[src/rtl/nibble_pack_ctrl.sv]
`default_nettype none
// ============================================================================
//  Module   : nibble_pack_ctrl
//  Purpose  : Packs a valid/ready stream of NIB_W-bit nibbles into
//             NIB_W*NUM_NIBS-bit words through a slice-written holding
//             register. Supports an early flush that closes a partial word
//             with zero padding in the unused slots.
//  Options  : NIBBLE_PACK_LSB_FIRST_EN - when defined, nibble k lands in the
//             k-th field from the LSB. By default nibble 0 is the MSB field.
//  Revision : 1.0 - initial release
// ============================================================================
module nibble_pack_ctrl #(
  parameter int NIB_W    = 4,
  parameter int NUM_NIBS = 2,
  parameter int CNT_W    = 1
) (
  input  logic                      clk,
  input  logic                      rst_n,
  input  logic                      in_valid,
  input  logic [NIB_W-1:0]          in_data,
  output logic                      in_ready,
  input  logic                      flush,
  output logic                      out_valid,
  output logic [NIB_W*NUM_NIBS-1:0] out_data,
  output logic                      out_pad,
  input  logic                      out_ready,
  output logic [CNT_W-1:0]          slot
);

  localparam int OUT_W = NIB_W * NUM_NIBS;

  localparam logic [1:0] S_EMPTY   = 2'd0;
  localparam logic [1:0] S_FILLING = 2'd1;
  localparam logic [1:0] S_FULL    = 2'd2;

  logic [1:0]       r_state;
  logic [CNT_W-1:0] r_slot;
  logic [OUT_W-1:0] r_hold;
  logic [OUT_W-1:0] r_out_data;
  logic             r_out_pad;

  logic             w_in_ready;
  logic             w_in_acc;
  logic             w_out_acc;
  logic             w_fill_done;
  logic             w_slot_nz;
  logic             w_flush_take;
  logic             w_close;
  logic [OUT_W-1:0] w_hold_wr;

  // Handshake qualifiers; a full word may be replaced in the same cycle it is consumed
  always_comb begin
    w_in_ready   = (r_state != S_FULL) || out_ready;
    w_in_acc     = in_valid && w_in_ready;
    w_out_acc    = (r_state == S_FULL) && out_ready;
    w_fill_done  = w_in_acc && (r_slot == CNT_W'(NUM_NIBS - 1));
    // Slot count after a same-cycle accept is what makes a flush meaningful
    w_slot_nz    = (r_slot != '0) || w_in_acc;
    w_flush_take = flush && w_in_ready && w_slot_nz;
    w_close      = w_fill_done || w_flush_take;
  end

  // Holding register with the accepted nibble written into its slot
  always_comb begin
    w_hold_wr = r_hold;
    for (int k = 0; k < NUM_NIBS; k++) begin
      if (w_in_acc && (r_slot == CNT_W'(k))) begin
`ifdef NIBBLE_PACK_LSB_FIRST_EN
        w_hold_wr[k*NIB_W +: NIB_W] = in_data;
`else
        w_hold_wr[(NUM_NIBS-1-k)*NIB_W +: NIB_W] = in_data;
`endif
      end
    end
  end

  // Sequencer: fill slots, close words on last slot or flush, release on consume
  always_ff @(posedge clk or negedge rst_n) begin
    if (!rst_n) begin
      r_state    <= S_EMPTY;
      r_slot     <= '0;
      r_hold     <= '0;
      r_out_data <= '0;
      r_out_pad  <= 1'b0;
    end else if (w_close) begin
      // Holding register is cleared so no stale nibble reaches a padded word
      r_out_data <= w_hold_wr;
      r_out_pad  <= !w_fill_done;
      r_slot     <= '0;
      r_hold     <= '0;
      r_state    <= S_FULL;
    end else if (w_in_acc) begin
      r_hold     <= w_hold_wr;
      r_slot     <= r_slot + CNT_W'(1);
      r_state    <= S_FILLING;
    end else if (w_out_acc) begin
      r_state    <= S_EMPTY;
    end
  end

  assign in_ready  = w_in_ready;
  assign out_valid = (r_state == S_FULL);
  assign out_data  = r_out_data;
  assign out_pad   = r_out_pad;
  assign slot      = r_slot;

endmodule
`default_nettype wire

[config.mk]
export PLATFORM = sky130hd
export DESIGN_NAME = nibble_pack_ctrl
export DESIGN_NICKNAME = d
export VERILOG_FILES = /design/src/rtl/nibble_pack_ctrl.sv
export SDC_FILE = /design/constraint.sdc
export NUM_CORES = 1
export LEC_CHECK = 0
export ABC_AREA = 0
export CAP_MARGIN = 40
export CORE_UTILIZATION = 40
export DETAILED_ROUTE_END_ITERATION = 6
export PLACE_DENSITY_LB_ADDON = 0.15
export SLEW_MARGIN = 40
export SYNTH_ARGS = -nofsm -noshare
export SYNTH_HDL_FRONTEND = slang
export SYNTH_SLANG_ARGS = --single-unit
[constraint.sdc]
create_clock -name clk -period 1.32 [get_ports clk]
set_input_delay 0.264 -clock clk [delete_from_list [all_inputs] [get_ports clk]]
set_output_delay 0.264 -clock clk [all_outputs]
set_load 0.01 [all_outputs]
# Yosys cells after proc, flatten, opt, wreduce, memory -nomap -nowiden
# Cells that the tools add are included.
word_totals:
  regBits: 20
  elab_cells: 30
op_classes:
  add_sub_neg: 1
  eq_ne: 2
  n_mux: 9
  bitwise_logic: 1
  n_reduce_logical: 12
ops:
  columns: ["op", "n"]
  rows:
  - ["8-bit two-way mux", 2]
  - ["4-bit two-way mux", 2]
  - ["1-bit logical AND", 6]
  - ["2-bit two-way mux", 3]
  - ["1-bit logical OR", 3]
  - ["3-bit nonzero test", 1]
  - ["2-bit equality test (second input constant)", 1]
  - ["1-bit two-way mux", 2]
  - ["2-bit inequality test (second input constant)", 1]
  - ["2-bit nonzero test", 1]
  - ["1-bit adder (second input constant)", 1]
  - ["1-bit logical NOT", 1]
  - ["1-bit NOT", 1]

# Depth between registers and ports, before layout
logic_depth:
  depth_word: 7
  mapped_depth: 6

# Least setup slack after synthesis
# OpenSTA, ideal clock, no wires.
synth_timing:
  path_kind: "flip-flop to flip-flop"
  from: "register r_slot, in the netlist slot"
  to: "register r_out_data[0], in the netlist out_data[0]"
  setup_time_ns: 0.073
  t_arrival_ns: 1.379
  slack_ns: -0.132
  stages_incl_launch_ff: 6
  n_path_buf: 2
  path_cell_list: "dfrtp_1 -> maj3_4 -> and2_4 -> buf_6 -> buf_12 -> a21oi_2"
synth_via:
  elab_chain_len: 3
  word_cells_on_any_way: 5
  cone_classes: "mux: 1; reduce/logical: 4"
synth_lines:
  columns: ["element", "line_no", "source"]
  rows:
  - ["from (decl)", "37", "logic [CNT_W-1:0] r_slot;"]
  - ["from (signal assigned)", "94", "r_slot <= r_slot + CNT_W'(1);"]
  - ["1-bit logical OR", "58", "w_slot_nz = (r_slot != '0) || w_in_acc;"]
  - ["1-bit logical AND", "59", "w_flush_take = flush && w_in_ready && w_slot_nz;"]
  - ["1-bit logical OR", "60", "w_close = w_fill_done || w_flush_take;"]
  - ["to (signal assigned)", "87", "r_out_data <= w_hold_wr;"]
  - ["to (decl)", "39", "logic [OUT_W-1:0] r_out_data;"]
# Several ways; a longest one is shown, not always the timed one.
# A chain may end at the register's enable or synchronous reset.

# Worst setup path in the final report
layout_timing:
  from: "register r_state[0]"
  to: "output port in_ready"
layout_via:
  elab_chain_len: 2
layout_lines:
  columns: ["element", "line_no", "source"]
  rows:
  - ["from (decl)", "36", "logic [1:0] r_state;"]
  - ["from (signal assigned)", "80", "r_state <= S_EMPTY;"]
  - ["from (signal assigned)", "91", "r_state <= S_FULL;"]
  - ["from (signal assigned)", "95", "r_state <= S_FILLING;"]
  - ["2-bit inequality test", "53", "w_in_ready = (r_state != S_FULL) || out_ready;"]
  - ["1-bit logical OR", "53", null]
  - ["to (decl)", "21", "output logic in_ready,"]
# Every way passes these cells.

==> flow_summary.json <==
{
  "status": "finished, violations left",
  "violations": "setup timing",
  "r2r-start": "r_state[1]$_DFFE_PN0P_",
  "rr_worst_depth": 5,
  "rsz0062_at_grt": "true",
  "vdd_drop_max_uv": 1110,
  "synth_seq_cells": 20,
  "postRouteAntennaNets": 0,
  "hold_path.class": "in -> async",
  "vias": 735,
  "worstSetupStartpoint": "r_state[0]$_DFFE_PN0P_",
  "slew_viol_final": 0,
  "first_iter_violations": 2,
  "io_pins": 21,
  "cts_tree": "done",
  "antenna_cells": 0,
  "syn_to_final_growth_pct": 45.4,
  "yosys-top-cells-area": "dfrtp_1 54%, a21oi_2 7.6%, a21oi_1 6.0%, mux2i_1 4.3%, a31oi_1 3.4%",
  "die_y_um": 50.0,
  "yosysWarnings": 0,
  "worst-path-stages": 3,
  "critPathLaunchType": "flop",
  "grt_pass1_vias": 739,
  "crit_type": "reg -> out",
  "cts_root_buffer": "clkbuf_4",
  "endpoint": "in_ready",
  "cp_slowest_cell": "dfrtp_1",
  "path_max_fanout": 2,
  "routed_via_density": 5.03,
  "final_core_util_pct": 61.3,
  "netlist_instances": 82,
  "dp_hpwl_um": 1320,
  "mostFrequentLayoutCells": "19 x dfrtp_1, 12 x a21oi_2, 10 x buf_4, 9 x dlygate4sd2_1, 6 x clkdlybuf4s50_1",
  "fin_crit_ps": 1370,
  "dieArea_um2": 2500,
  "drc": 0,
  "portBuffers": 20,
  "syn_nets": 91,
  "clk_pin_slew_ps": 110,
  "drv_cap": 0,
  "relSlewSlack_pct": 82.5,
  "skew_ps": 9.41,
  "synth_cell_types": 23,
  "ctsHoldBuffers": 0,
  "cts_sinks": 20,
  "cts_made_buffers": 3,
  "start_util_pct": 42.1,
  "cts_buffer_depth": 2,
  "rows": 17,
  "final-hold-violation-count": 0,
  "drive_above_1_share_pct": 38.1,
  "fmax_mhz": 728,
  "holdWs_ps": 290,
  "die_w_um": 50.0,
  "cp.arrival_ps": 1110,
  "finalWorstSetupSlack_ps": -54.4,
  "crit_buf_inv": 2,
  "r2r_setup_slack_ps": -40,
  "worstMarginPinSlew_ps": 262,
  "nets": 128,
  "place_congestion": 0.734,
  "grt_antenna_before_repair": 0,
  "yosysSeqAreaShare_pct": 54.2,
  "grtUsageTotal_pct": 19.1,
  "wl_um": 2130,
  "netlist.area_leader.share_pct": 54.2,
  "core_um2": 2190,
  "critPathRequiredTime_ps": 1060,
  "clk_latency_ps": 300,
  "timing.rr.end": "r_hold[2]$_DFFE_PN0P_",
  "yosysTopAreaCell": "dfrtp_1",
  "fillers": 193,
  "finalSetupViolCount": 7,
  "grt_overflow": 0,
  "wire_per_inst_um": 14.6,
  "crit_path_max_incr_delay_ps": 420,
  "path_cells": "nor3b_4 -> inv_2 -> buf_6",
  "final_common_cell": "dfrtp_1",
  "grt_max_degree": 21,
  "p_leak_nw": 0.626,
  "drt_pass1_iterations": 2,
  "avgSynthCellArea_um2": 11.3,
  "grt_pass1_wl_um": 3530,
  "cts_max_level": 1,
  "synth_area_um2": 923,
  "fin_crit_sh_pct": 104,
  "critPathTopFamily": "flip-flops",
  "endpoint_kind": "output port",
  "powerDensity_nw_per_um2": 2120,
  "setup_tns_ps": -162
}
cells in the mapped netlist:
library cell	count
dfrtp_1	20
a21oi_1	11
a21oi_2	8
a31oi_1	5
nand2_1	5
and2b_1	4
mux2i_1	4
nand3_1	4
o21ai_0	4
buf_6	2
nor2_1	2
nor2b_1	2
a311o_1	1
and2_4	1
buf_1	1
buf_12	1
clkbuf_1	1
inv_1	1
inv_2	1
maj3_4	1
nor3b_2	1
o21a_1	1
or2b_1	1
registers in the layout, summed over array words and instances, names as in the netlist:
| register | count |
|---|---|
| r_state | 2 |
| out_pad | 1 |
| out_data | 8 |
| slot | 1 |
| r_hold | 8 |
kinds of logic (layout without fill, tap and decap cells):
| group | count (synthesis) | after routing | share of synthesized area, % |
|---|---|---|---|
| buffers and inverters | 7 | 40 | 6.23 |
| AND/OR/NAND/NOR | 20 | 23 | 12.7 |
| flip-flops | 20 | 20 | 54.2 |
| AO/OA/AOI/OAI | 30 | 30 | 21.0 |
| multiplexers | 4 | 4 | 4.34 |
| adder cells (fa/ha/maj) | 1 | 1 | 1.49 |
stage by stage:
step           power (W)  instances  worst slack, ps  instance area [µm²]
3_3_place_gp     0.00230        137             -402                 1200
6_report         0.00285        146            -54.4                 1340
5_1_grt          0.00303        146             -107                 1340
4_1_cts          0.00268        145            -92.1                 1260
3_5_place_dp     0.00232        137             -411                 1200
2_1_floorplan    0.00171         82            -79.6                  925
how the worst min path moves through the flow:
| stage | endpoint | start | slack (ps) |
|---|---|---|---|
| after floorplan | out_data[0]$_DFFE_PN0P_ | rst_n | -30 |
| after global placement | r_hold[0]$_DFFE_PN0P_ | r_hold[0]$_DFFE_PN0P_ | 470 |
| after detailed placement | r_hold[0]$_DFFE_PN0P_ | r_hold[0]$_DFFE_PN0P_ | 470 |
| after CTS | r_hold[4]$_DFFE_PN0P_ | rst_n | 290 |
| after global routing | out_data[5]$_DFFE_PN0P_ | rst_n | 310 |
| final | r_hold[4]$_DFFE_PN0P_ | rst_n | 290 |
cell type report:
cell class              instances  area (µm²)  share of cell area, %
multi-input cells              58         448                   33.4
repair buffers                 34         314                   23.4
flip-flops and latches         20         502                   37.4
inverters                       2        7.51                  0.559
clock buffers                   4        36.3                   2.70
well taps                      28        35.0                   2.61
power by group:
group	internal, W	total [W]	switching [W]	leakage, nW
clock	0.000168	0.000349	0.000181	0.0210
combinational	0.000775	0.00150	0.000726	0.355
sequential	0.000844	0.000999	0.000155	0.250
total	0.00179	0.00285	0.00106	0.626
per-layer routing:
layer	part of all wire [%]	vias up	GRT usage, %
li1	-	362	-
met5	0	-	0
met1	47	355	26.7
met4	1.6	0	8.57
met3	3.2	4	2.16
met2	48	14	29.3
timing repair:
| action | CTS | global route |
|---|---|---|
| resized for setup | 26 | 18 |
| pin swaps | 3 | 7 |
| endpoints found under the setup margin | 30 | 20 |
| buffers inserted | 3 | 0 |
| gates cloned | 2 | 1 |
Note: power is estimated with default switching activity, not from simulation.
